==> src/rtl/alu_pkg.sv <==
// Shared types and constants for the ALU execute/writeback stage.
// Flag vectors are ordered {N,V,Z,C}, which matches the FLAG_* bit indices.
package alu_pkg;

    localparam int DATA_W  = 8;
    localparam int WB_RD_W = 3;

    localparam int FLAG_C = 0;
    localparam int FLAG_Z = 1;
    localparam int FLAG_V = 2;
    localparam int FLAG_N = 3;

    typedef logic [3:0] flags_t;

    typedef enum logic [2:0] {
        COND_AL = 3'd0,
        COND_EQ = 3'd1,
        COND_NE = 3'd2,
        COND_LO = 3'd3,
        COND_HS = 3'd4,
        COND_MI = 3'd5,
        COND_LT = 3'd6,
        COND_GE = 3'd7
    } cond_e;

    typedef struct packed {
        logic [DATA_W-1:0]  result;
        logic [WB_RD_W-1:0] rd;
        logic               we;
    } wb_entry_t;

    localparam int WB_ENTRY_W = $bits(wb_entry_t);

endpackage

==> src/rtl/alu_wb_stage_skid_buf2.sv <==
// Generic 2-entry valid/ready FIFO. Every output comes straight from a flop.
// in_ready is a flop as well, so out_ready has no combinational path to in_ready.
module skid_buf2 #(
    parameter int W = 12
) (
    input  logic         clk,
    input  logic         rst_n,
    input  logic         in_valid,
    output logic         in_ready,
    input  logic [W-1:0] in_data,
    output logic         out_valid,
    input  logic         out_ready,
    output logic [W-1:0] out_data
);

    logic [1:0]   r_count;
    logic [1:0]   w_count_nxt;
    logic [W-1:0] r_head;
    logic [W-1:0] r_tail;
    logic         r_in_ready;
    logic         r_out_valid;
    logic         w_push;
    logic         w_pop;

    assign w_push    = in_valid & r_in_ready;
    assign w_pop     = r_out_valid & out_ready;
    assign in_ready  = r_in_ready;
    assign out_valid = r_out_valid;
    assign out_data  = r_head;

    // Occupancy after this cycle's push/pop
    always_comb begin
        w_count_nxt = r_count;
        case ({w_push, w_pop})
            2'b10:   w_count_nxt = r_count + 2'd1;
            2'b01:   w_count_nxt = r_count - 2'd1;
            default: w_count_nxt = r_count;
        endcase
    end

    // Storage, occupancy and handshake flags
    always_ff @(posedge clk) begin
        if (!rst_n) begin
            r_count     <= 2'd0;
            r_head      <= '0;
            r_tail      <= '0;
            r_in_ready  <= 1'b0;
            r_out_valid <= 1'b0;
        end else begin
            r_count     <= w_count_nxt;
            r_in_ready  <= (w_count_nxt != 2'd2);
            r_out_valid <= (w_count_nxt != 2'd0);
            // A simultaneous push and pop can only happen at count 1.
            if (w_pop) begin
                if (w_push) begin
                    r_head <= in_data;
                end else if (r_count == 2'd2) begin
                    r_head <= r_tail;
                end
            end else if (w_push) begin
                if (r_count == 2'd0) begin
                    r_head <= in_data;
                end else begin
                    r_tail <= in_data;
                end
            end
        end
    end

endmodule

==> src/rtl/alu_wb_stage.sv <==
// Execute/writeback stage: queues ALU results toward the register file,
// maintains the {N,V,Z,C} flag register, and evaluates the branch condition.
module alu_wb_stage
    import alu_pkg::*;
#(
    parameter int N    = DATA_W,
    parameter int RD_W = WB_RD_W
) (
    input  logic            clk,
    input  logic            rst_n,
    input  logic            in_valid,
    output logic            in_ready,
    input  logic [N-1:0]    in_result,
    input  logic            in_c,
    input  logic            in_z,
    input  logic            in_v,
    input  logic            in_n,
    input  logic [3:0]      in_flag_we,
    input  logic            in_chain,
    input  logic [RD_W-1:0] in_rd,
    input  logic            in_we,
    output logic            out_valid,
    input  logic            out_ready,
    output logic [N-1:0]    out_result,
    output logic [RD_W-1:0] out_rd,
    output logic            out_we,
    output logic [3:0]      flags_q,
    input  logic [2:0]      cond_sel,
    output logic            cond_true
);

    localparam int W = N + RD_W + 1;

    logic         w_in_ready;
    logic         w_accept;
    logic [W-1:0] w_in_data;
    logic [W-1:0] w_out_data;
    flags_t       r_flags;
    flags_t       w_flags_new;

    assign w_in_data = {in_result, in_rd, in_we};
    assign w_accept  = in_valid & w_in_ready;
    assign in_ready  = w_in_ready;
    assign flags_q   = r_flags;
    assign {out_result, out_rd, out_we} = w_out_data;

    skid_buf2 #(.W(W)) u_buf (
        .clk       (clk),
        .rst_n     (rst_n),
        .in_valid  (in_valid),
        .in_ready  (w_in_ready),
        .in_data   (w_in_data),
        .out_valid (out_valid),
        .out_ready (out_ready),
        .out_data  (w_out_data)
    );

    // Candidate flag values; Z stays sticky across the bytes of a chained op
    always_comb begin
        w_flags_new         = 4'b0000;
        w_flags_new[FLAG_C] = in_c;
        w_flags_new[FLAG_V] = in_v;
        w_flags_new[FLAG_N] = in_n;
        if (in_chain) begin
            w_flags_new[FLAG_Z] = in_z & r_flags[FLAG_Z];
        end else begin
            w_flags_new[FLAG_Z] = in_z;
        end
    end

    // Architectural flags, written per bit under the mask on accept only
    always_ff @(posedge clk) begin
        if (!rst_n) begin
            r_flags <= 4'b0000;
        end else if (w_accept) begin
            r_flags <= (r_flags & ~in_flag_we) | (w_flags_new & in_flag_we);
        end
    end

    // Branch condition from the current flags
    always_comb begin
        cond_true = 1'b1;
        case (cond_e'(cond_sel))
            COND_AL: cond_true = 1'b1;
            COND_EQ: cond_true = r_flags[FLAG_Z];
            COND_NE: cond_true = ~r_flags[FLAG_Z];
            COND_LO: cond_true = r_flags[FLAG_C];
            COND_HS: cond_true = ~r_flags[FLAG_C];
            COND_MI: cond_true = r_flags[FLAG_N];
            COND_LT: cond_true = r_flags[FLAG_N] ^ r_flags[FLAG_V];
            COND_GE: cond_true = ~(r_flags[FLAG_N] ^ r_flags[FLAG_V]);
            default: cond_true = 1'b1;
        endcase
    end

endmodule

==> config.mk <==
export PLATFORM = sky130hd
export DESIGN_NAME = alu_wb_stage
export DESIGN_NICKNAME = d
export VERILOG_FILES = /design/src/rtl/alu_pkg.sv /design/src/rtl/alu_wb_stage_skid_buf2.sv /design/src/rtl/alu_wb_stage.sv
export SDC_FILE = /design/constraint.sdc
export NUM_CORES = 1
export LEC_CHECK = 0
export CORE_MARGIN = 2
export CORE_UTILIZATION = 25
export CTS_CLUSTER_SIZE = 8
export DETAILED_ROUTE_END_ITERATION = 12
export DONT_BUFFER_PORTS = 1
export GPL_TIMING_DRIVEN = 0
export SLEW_MARGIN = 15
export SYNTH_ARGS = -nofsm -noshare
export SYNTH_HDL_FRONTEND = slang
export SYNTH_SLANG_ARGS = --single-unit
==> constraint.sdc <==
create_clock -name clk -period 2.2 [get_ports clk]
set_clock_uncertainty 0.1 [all_clocks]
set_input_delay 0.22 -clock clk [delete_from_list [all_inputs] [get_ports clk]]
set_output_delay 0.22 -clock clk [all_outputs]
set_load 0.01 [all_outputs]
======== Word level (Yosys, flattened, before mapping) ========
Cells that the tools add are included.
W data, S select, Z words.
storage, ports and cells
  register bits after elaboration ......... 32
  bits of input ports ..................... 28
  output and inout port bits .............. 19
  logic and storage cells ................. 48
cells by class
  add/sub/neg operators ................... 2
  equality and inequality tests ........... 11
  multiplexer cells ....................... 8
  bitwise logic cells ..................... 13
  reduce and logical (&&, ||, !) cells .... 8
operators by type and width
  cell                   count
  $mux W12               5
  $eq A3 B3 Y1 const B   4
  $and A4 B4 Y4          2
  $pmux W1 S8            1
  $reduce_bool A2 Y1     4
  $eq A3 B2 Y1 const B   2
  $reduce_and A3 Y1      2
  $not A1 Y1             5
  $eq A2 B2 Y1 const B   2
  $not A4 Y4             1
  $or A4 B4 Y4           1
  $pmux W2 S2            1
  $and A1 B1 Y1          3
  $eq A3 B1 Y1 const B   1
  $logic_not A3 Y1       1
  $add A2 B1 Y2 const B  1
  $eq A2 B1 Y1 const B   1
  $logic_not A2 Y1       1
  $ne A2 B2 Y1 const B   1
  $sub A2 B1 Y2 const B  1
  $mux W1                1
  $xor A1 B1 Y1          1

======== Longest topological paths before layout ========
  depth after elaboration ................. 4
  depth in mapped cells ................... 8
  gate-level depth less buffers ........... 6

======== By module ========
Synthesis repeated with hierarchy kept, for this count alone.
second synthesis, totals
  cells, all modules ...................... 180
  area, all modules ....................... 1619.1 um^2
modules (own cells, without submodules)
  module        times used  cells an instance  area an instance (um^2)  sequential area each (um^2)
  skid_buf2     1           150                1363.8                   560.5
  alu_wb_stage  1           30                 255.2                    80.1

======== Worst setup path before layout ========
OpenSTA, ideal clock, no wires.
  path type ............................... register to register
  start point ............................. register u_buf.r_in_ready, in the netlist u_buf.in_ready
  end point ............................... register u_buf.r_head[0], in the netlist u_buf.out_data[0]
  setup time .............................. 0.069 ns
  data arrival time ....................... 1.728 ns
  data required time ...................... 2.031 ns
  slack ................................... 0.303 ns
  stages on the path, launching flop included .. 9
  buffers on the path ..................... 2
  period minus slack after synthesis ...... 1.897 ns
  path through ............................ dfxtp_1 -> and2_1 -> buf_2 -> inv_1 -> ha_1 -> nand2b_1 -> or3b_4 -> buf_6 -> o21ai_1
on the way
  longest elaborated chain between the ends .. 3
  elaborated cells between the ends (all ways) .. 6
  those cells by class .................... mux (2); bitwise (1); reduce/logical (3)
RTL lines
  item                                                             RTL line                      RTL
  start: declaration                                               alu_wb_stage_skid_buf2.sv:20  logic r_in_ready;
  start signal: assignment                                         alu_wb_stage_skid_buf2.sv:51  r_in_ready <= (w_count_nxt != 2'd2);
  $and A1 B1 Y1 (*)                                                alu_wb_stage_skid_buf2.sv:25  assign w_push = in_valid & r_in_ready;
  $reduce_bool A2 Y1 (no line) / $mux W12 (equally long branches)  -
  $reduce_and A3 Y1 (no line) / $mux W12 (equally long branches)   -
  end signal: assignment                                           alu_wb_stage_skid_buf2.sv:56  r_head <= in_data;
  end signal: assignment                                           alu_wb_stage_skid_buf2.sv:58  r_head <= r_tail;
  end signal: assignment                                           alu_wb_stage_skid_buf2.sv:62  r_head <= in_data;
  end: declaration                                                 alu_wb_stage_skid_buf2.sv:18  logic [W-1:0] r_head;
Mark *: on every way between the ends. The rest lies on a longest branch, timed or not.
A chain may end at the register's enable or synchronous reset.

======== Worst setup path after layout ========
  start point ............................. register u_buf.r_in_ready, in the netlist u_buf.in_ready
  end point ............................... register u_buf.r_head[4], in the netlist u_buf.out_data[4]
The elaborated chain is that of the path after synthesis.

==> run summary <==
The DRC violation count after routing is 0. The clock sink count came out at 32. The area of the placeable core came out at 5890 sq um. Net switching is ~28% of the power. The worst slack at placement is around 0.13 ns. Data on the critical path is required at its endpoint by around 2.3 ns. After detailed routing, the number of vias per cell comes to ~4.6. The upper clock frequency limit is slightly below 0.5 GHz. The final setup slack of the worst path came out at roughly 0.19 ns.

After detailed routing, the average wire length per cell comes to 14.2 um. The transition time at the pin with the least slew margin came out at ~0.50 ns. The number of nets produced by synthesis is about 200. The area added between synthesis and finish came out at 24.9%. The number of max-slew violations in the final report came out at 0. The final-stage net count is between 200 and 250. In this run the critical register-to-register path is captured at u_buf.out_data[4].

The area of the die came out at about 6700 sq um. The total leakage power came out at roughly 0.64 nW. The worst slew slack as a fraction of its limit is between 60% and 70%. The total power per unit cell area is about 800 nW/um^2. The wire length of the first global-routing pass came out at 6200 um.

The maximum number of buffers from clock root to sink is 2. The internal power came out at between 1 and 1.5 mW. The number of buffers added on ports is 0.

In this run, the combinational gates consume about a fifth of the power. The half-perimeter wire length after placement is around 2500 um. The number of antenna repair diodes is 0.

The maximum single-stage delay on the critical path is 0.41 ns. The worst register-to-register path begins at u_buf.in_ready. The layout has between 600 and 700 filler cells. The number of CTS-inserted buffers came out at 5.

The source-to-sink clock delay at the later pin of the worst-skew pair came out at about 0.28 ns. In this run, distinct cell masters in the synthesized netlist total 32. The top-level port count is 47. The synthesized flop and latch total is 32. The critical path data arrival time came out at ~2.1 ns. The yosys synthesis warning count came out at 0.

The share of the yosys chip area belonging to registers came out at around 42%. The share of final-layout standard cells stronger than drive strength 1 is roughly 12%. On the critical path, the stage with the largest delay is an instance of sky130_fd_sc_hd__or3b_4. After clock tree synthesis, the setup repair step added 0 buffers. The count of mapped cells out of synthesis came out at 166. The met2 track utilization from global routing is between 20 and 25%. Leaving out fill and tap cells, the most frequent cell in the layout is sky130_fd_sc_hd__nand2_1. At the end of routability-driven placement, the weighted congestion stood at 0.716.

The clock root buffer is sky130_fd_sc_hd__clkbuf_8. The sum of negative setup slack came out at 0 ns. The largest net degree at the start of global routing came out at 11. The maximum fanout along the worst path is 10. The run finished with clean final reports. The library cells used most frequently in the layout, excluding fill and tap cells, are 33 x sky130_fd_sc_hd__nand2_1, 31 x sky130_fd_sc_hd__dfxtp_1, 17 x sky130_fd_sc_hd__a21boi_0, 17 x sky130_fd_sc_hd__dlygate4sd3_1, 13 x sky130_fd_sc_hd__mux2i_1. The max-cap check violation count is 0. The type of the worst min-delay path is input port to flip-flop. The type of destination of the critical path is a flip-flop.

The antenna violation net count after detailed routing is 0. The area of the mapped netlist came out at ~1500 sq um. The global-route total usage across every layer came out at around 12%. The met1 track demand over resource in global routing came out at between 10 and 15%. The worst setup path is launched from a flip-flop. VDD sags by at most around 0.47 mV. The final critical delay including setup and external delays came out at 2.01 ns. The kind of cell with the highest combined delay along the critical path is simple AND/OR/NAND/NOR gates.

The remaining global-route overflow came out at 0. The detailed-router iteration count before antenna repair is 4. Setup repair after global routing left no endpoint under its margin.

The number of cell instances on the worst register-to-register path is 8. Of the total power, the clock network draws around 36%. The critical path class is flip-flop to flip-flop. The via count of the first global-routing pass came out at approximately 1300. From left edge to right edge, the die measures about 82 um. The level count of the clock H-tree came out at 2.

The worst path buffer plus inverter count came out at 3. The clock tree from TritonCTS is built. The worst hold path startpoint is in_flag_we[2]. The overall routed net length came out at around 3800 um. The effective utilization at floorplan is about 26%. The count of standard-cell rows is 28. The met3 usage in global routing came out at approximately 4.2%. The signal on the critical path passes through and2_1, clkbuf_4, inv_1, ha_1, nand2b_1, or3b_4, buf_6, o21ai_1.

The count of vias placed by the detailed router is ~1200. For flop-to-flop paths, the worst setup slack is roughly 0.19 ns. The count of endpoints failing hold in the final timing report is 0. Sequential cells account for approximately 44% of the total power. The clock slew at the register clock pins of the worst setup and hold paths came out at 0.07 ns. The instance count along the most critical hold path is 2. The post-synthesis area per instance came out at around 9.1 sq um.

The number of antenna violations at the first check in global routing is 0. The post-route fraction of the period consumed by the critical path came out at just over 90%. From bottom edge to top edge, the die measures 81.7 um.

The net switching power came out at about 0.42 mW. The starting DRC count in detailed routing came out at 41. The total setup violations reported at the end of the flow is 0. The most used routing layer in global routing is met2.
[repair_timing]
| action | 4_1_cts | 5_1_grt |
|---|---|---|
| setup endpoints to repair | 0 | 11 |
| hold buffers | 17 | 0 |
| endpoints found under the hold margin | 16 | 0 |
| resized for setup | 0 | 2 |
[metal layers]
| metal | routed length (um) | share of wire [%] | up-vias |
|---|---|---|---|
| li1 | - | - | 625 |
| met1 | 1570 | 42 | 562 |
| met2 | 1840 | 49 | 40 |
| met3 | 315 | 8.3 | 4 |
| met4 | 49 | 1.3 | 0 |
| met5 | 0 | 0 | - |
[power groups by stage]
stage	clock network [mW]	logic [mW]	registers, mW
2_1_floorplan	0	0.218	0.672
3_3_place_gp	0	0.263	0.682
3_5_place_dp	0	0.267	0.683
4_1_cts	0.568	0.295	0.670
5_1_grt	0.593	0.329	0.675
6_report	0.549	0.293	0.669
[cells in the mapped netlist]
| master | instances | area (sq um) |
|---|---|---|
| sky130_fd_sc_hd__nor2_1 | 2 | 7.51 |
| sky130_fd_sc_hd__nand3_1 | 3 | 15.0 |
| sky130_fd_sc_hd__buf_2 | 3 | 15.0 |
| sky130_fd_sc_hd__o311a_1 | 1 | 10.0 |
| sky130_fd_sc_hd__a21oi_1 | 1 | 5.00 |
| sky130_fd_sc_hd__inv_1 | 3 | 11.3 |
| sky130_fd_sc_hd__o2bb2ai_2 | 1 | 15.0 |
| sky130_fd_sc_hd__a21boi_0 | 17 | 128 |
| sky130_fd_sc_hd__nor2_2 | 2 | 12.5 |
| sky130_fd_sc_hd__o21ai_1 | 11 | 55.1 |
| sky130_fd_sc_hd__buf_4 | 1 | 7.51 |
| sky130_fd_sc_hd__or3b_4 | 1 | 11.3 |
| sky130_fd_sc_hd__nor2b_1 | 2 | 12.5 |
| sky130_fd_sc_hd__nand2b_1 | 1 | 6.26 |
| sky130_fd_sc_hd__or2_2 | 1 | 6.26 |
| sky130_fd_sc_hd__ha_1 | 2 | 25.0 |
| sky130_fd_sc_hd__o221a_2 | 1 | 11.3 |
| sky130_fd_sc_hd__mux2i_1 | 13 | 130 |
| sky130_fd_sc_hd__xnor2_1 | 3 | 26.3 |
| sky130_fd_sc_hd__dfxtp_1 | 32 | 641 |
| sky130_fd_sc_hd__clkbuf_1 | 5 | 18.8 |
| sky130_fd_sc_hd__or3_1 | 1 | 6.26 |
| sky130_fd_sc_hd__and2_1 | 2 | 12.5 |
| sky130_fd_sc_hd__xor2_1 | 1 | 8.76 |
| sky130_fd_sc_hd__mux2_2 | 2 | 22.5 |
| sky130_fd_sc_hd__nor2b_4 | 1 | 13.8 |
| sky130_fd_sc_hd__buf_6 | 2 | 22.5 |
| sky130_fd_sc_hd__o32ai_1 | 1 | 8.76 |
| sky130_fd_sc_hd__o21ai_0 | 3 | 15.0 |
| sky130_fd_sc_hd__a21o_1 | 2 | 15.0 |
| sky130_fd_sc_hd__nand2_1 | 33 | 124 |
| sky130_fd_sc_hd__o211ai_1 | 12 | 90.1 |
[logic make-up (layout without fill, tap and decap cells)]
kind of cell / after synthesis / count (layout) / share of synthesized area, %
buffers and inverters: 14 / 39 / 4.97
AOI/OAI and AO/OA: 50 / 50 / 23.4
adders and majority gates: 2 / 2 / 1.66
xor gates and xnor gates: 4 / 4 / 2.32
muxes: 15 / 15 / 10.1
and+or+nand+nor: 49 / 49 / 15.1
DFF: 32 / 32 / 42.5
[worst max-delay path by stage]
stage	start	end	slack, ns	depth (start not counted)
after global placement	u_buf.in_ready	u_buf.out_data[0]	0.13	8
after global routing	u_buf.in_ready	u_buf.out_data[3]	0.005	8
after CTS	u_buf.in_ready	u_buf.out_data[4]	0.1	8
after detailed placement	u_buf.in_ready	u_buf.out_data[4]	0.13	8
final	u_buf.in_ready	u_buf.out_data[4]	0.19	8
after floorplan	u_buf.in_ready	u_buf.out_data[0]	0.30	8
[through the flow]
step           utilization, %  hold WS [ns]  instance area, sq um  total power, mW  std cells
2_1_floorplan               -         0.265                  1510            0.891        166
3_3_place_gp             27.2         0.268                  1600            0.945        241
3_5_place_dp             27.2         0.275                  1600            0.950        241
4_1_cts                  32.0       0.00765                  1880             1.53        266
5_1_grt                  32.0        0.0174                  1880             1.60        266
6_report                 32.0       0.00963                  1880             1.51        266
[area by class of cell]
cell class	instances	area [sq um]	share of cell area, %
repair buffers	17	170	9.03
clock buffers	6	72.6	3.85
plain buffers	11	66.3	3.52
flip-flops and latches	32	642	34.1
well taps	75	93.8	4.98
clock inverters	2	35.0	1.86
inverters	3	11.3	0.598
multi-input cells	120	793	42.1
Note: power is estimated with default switching activity, not from simulation.
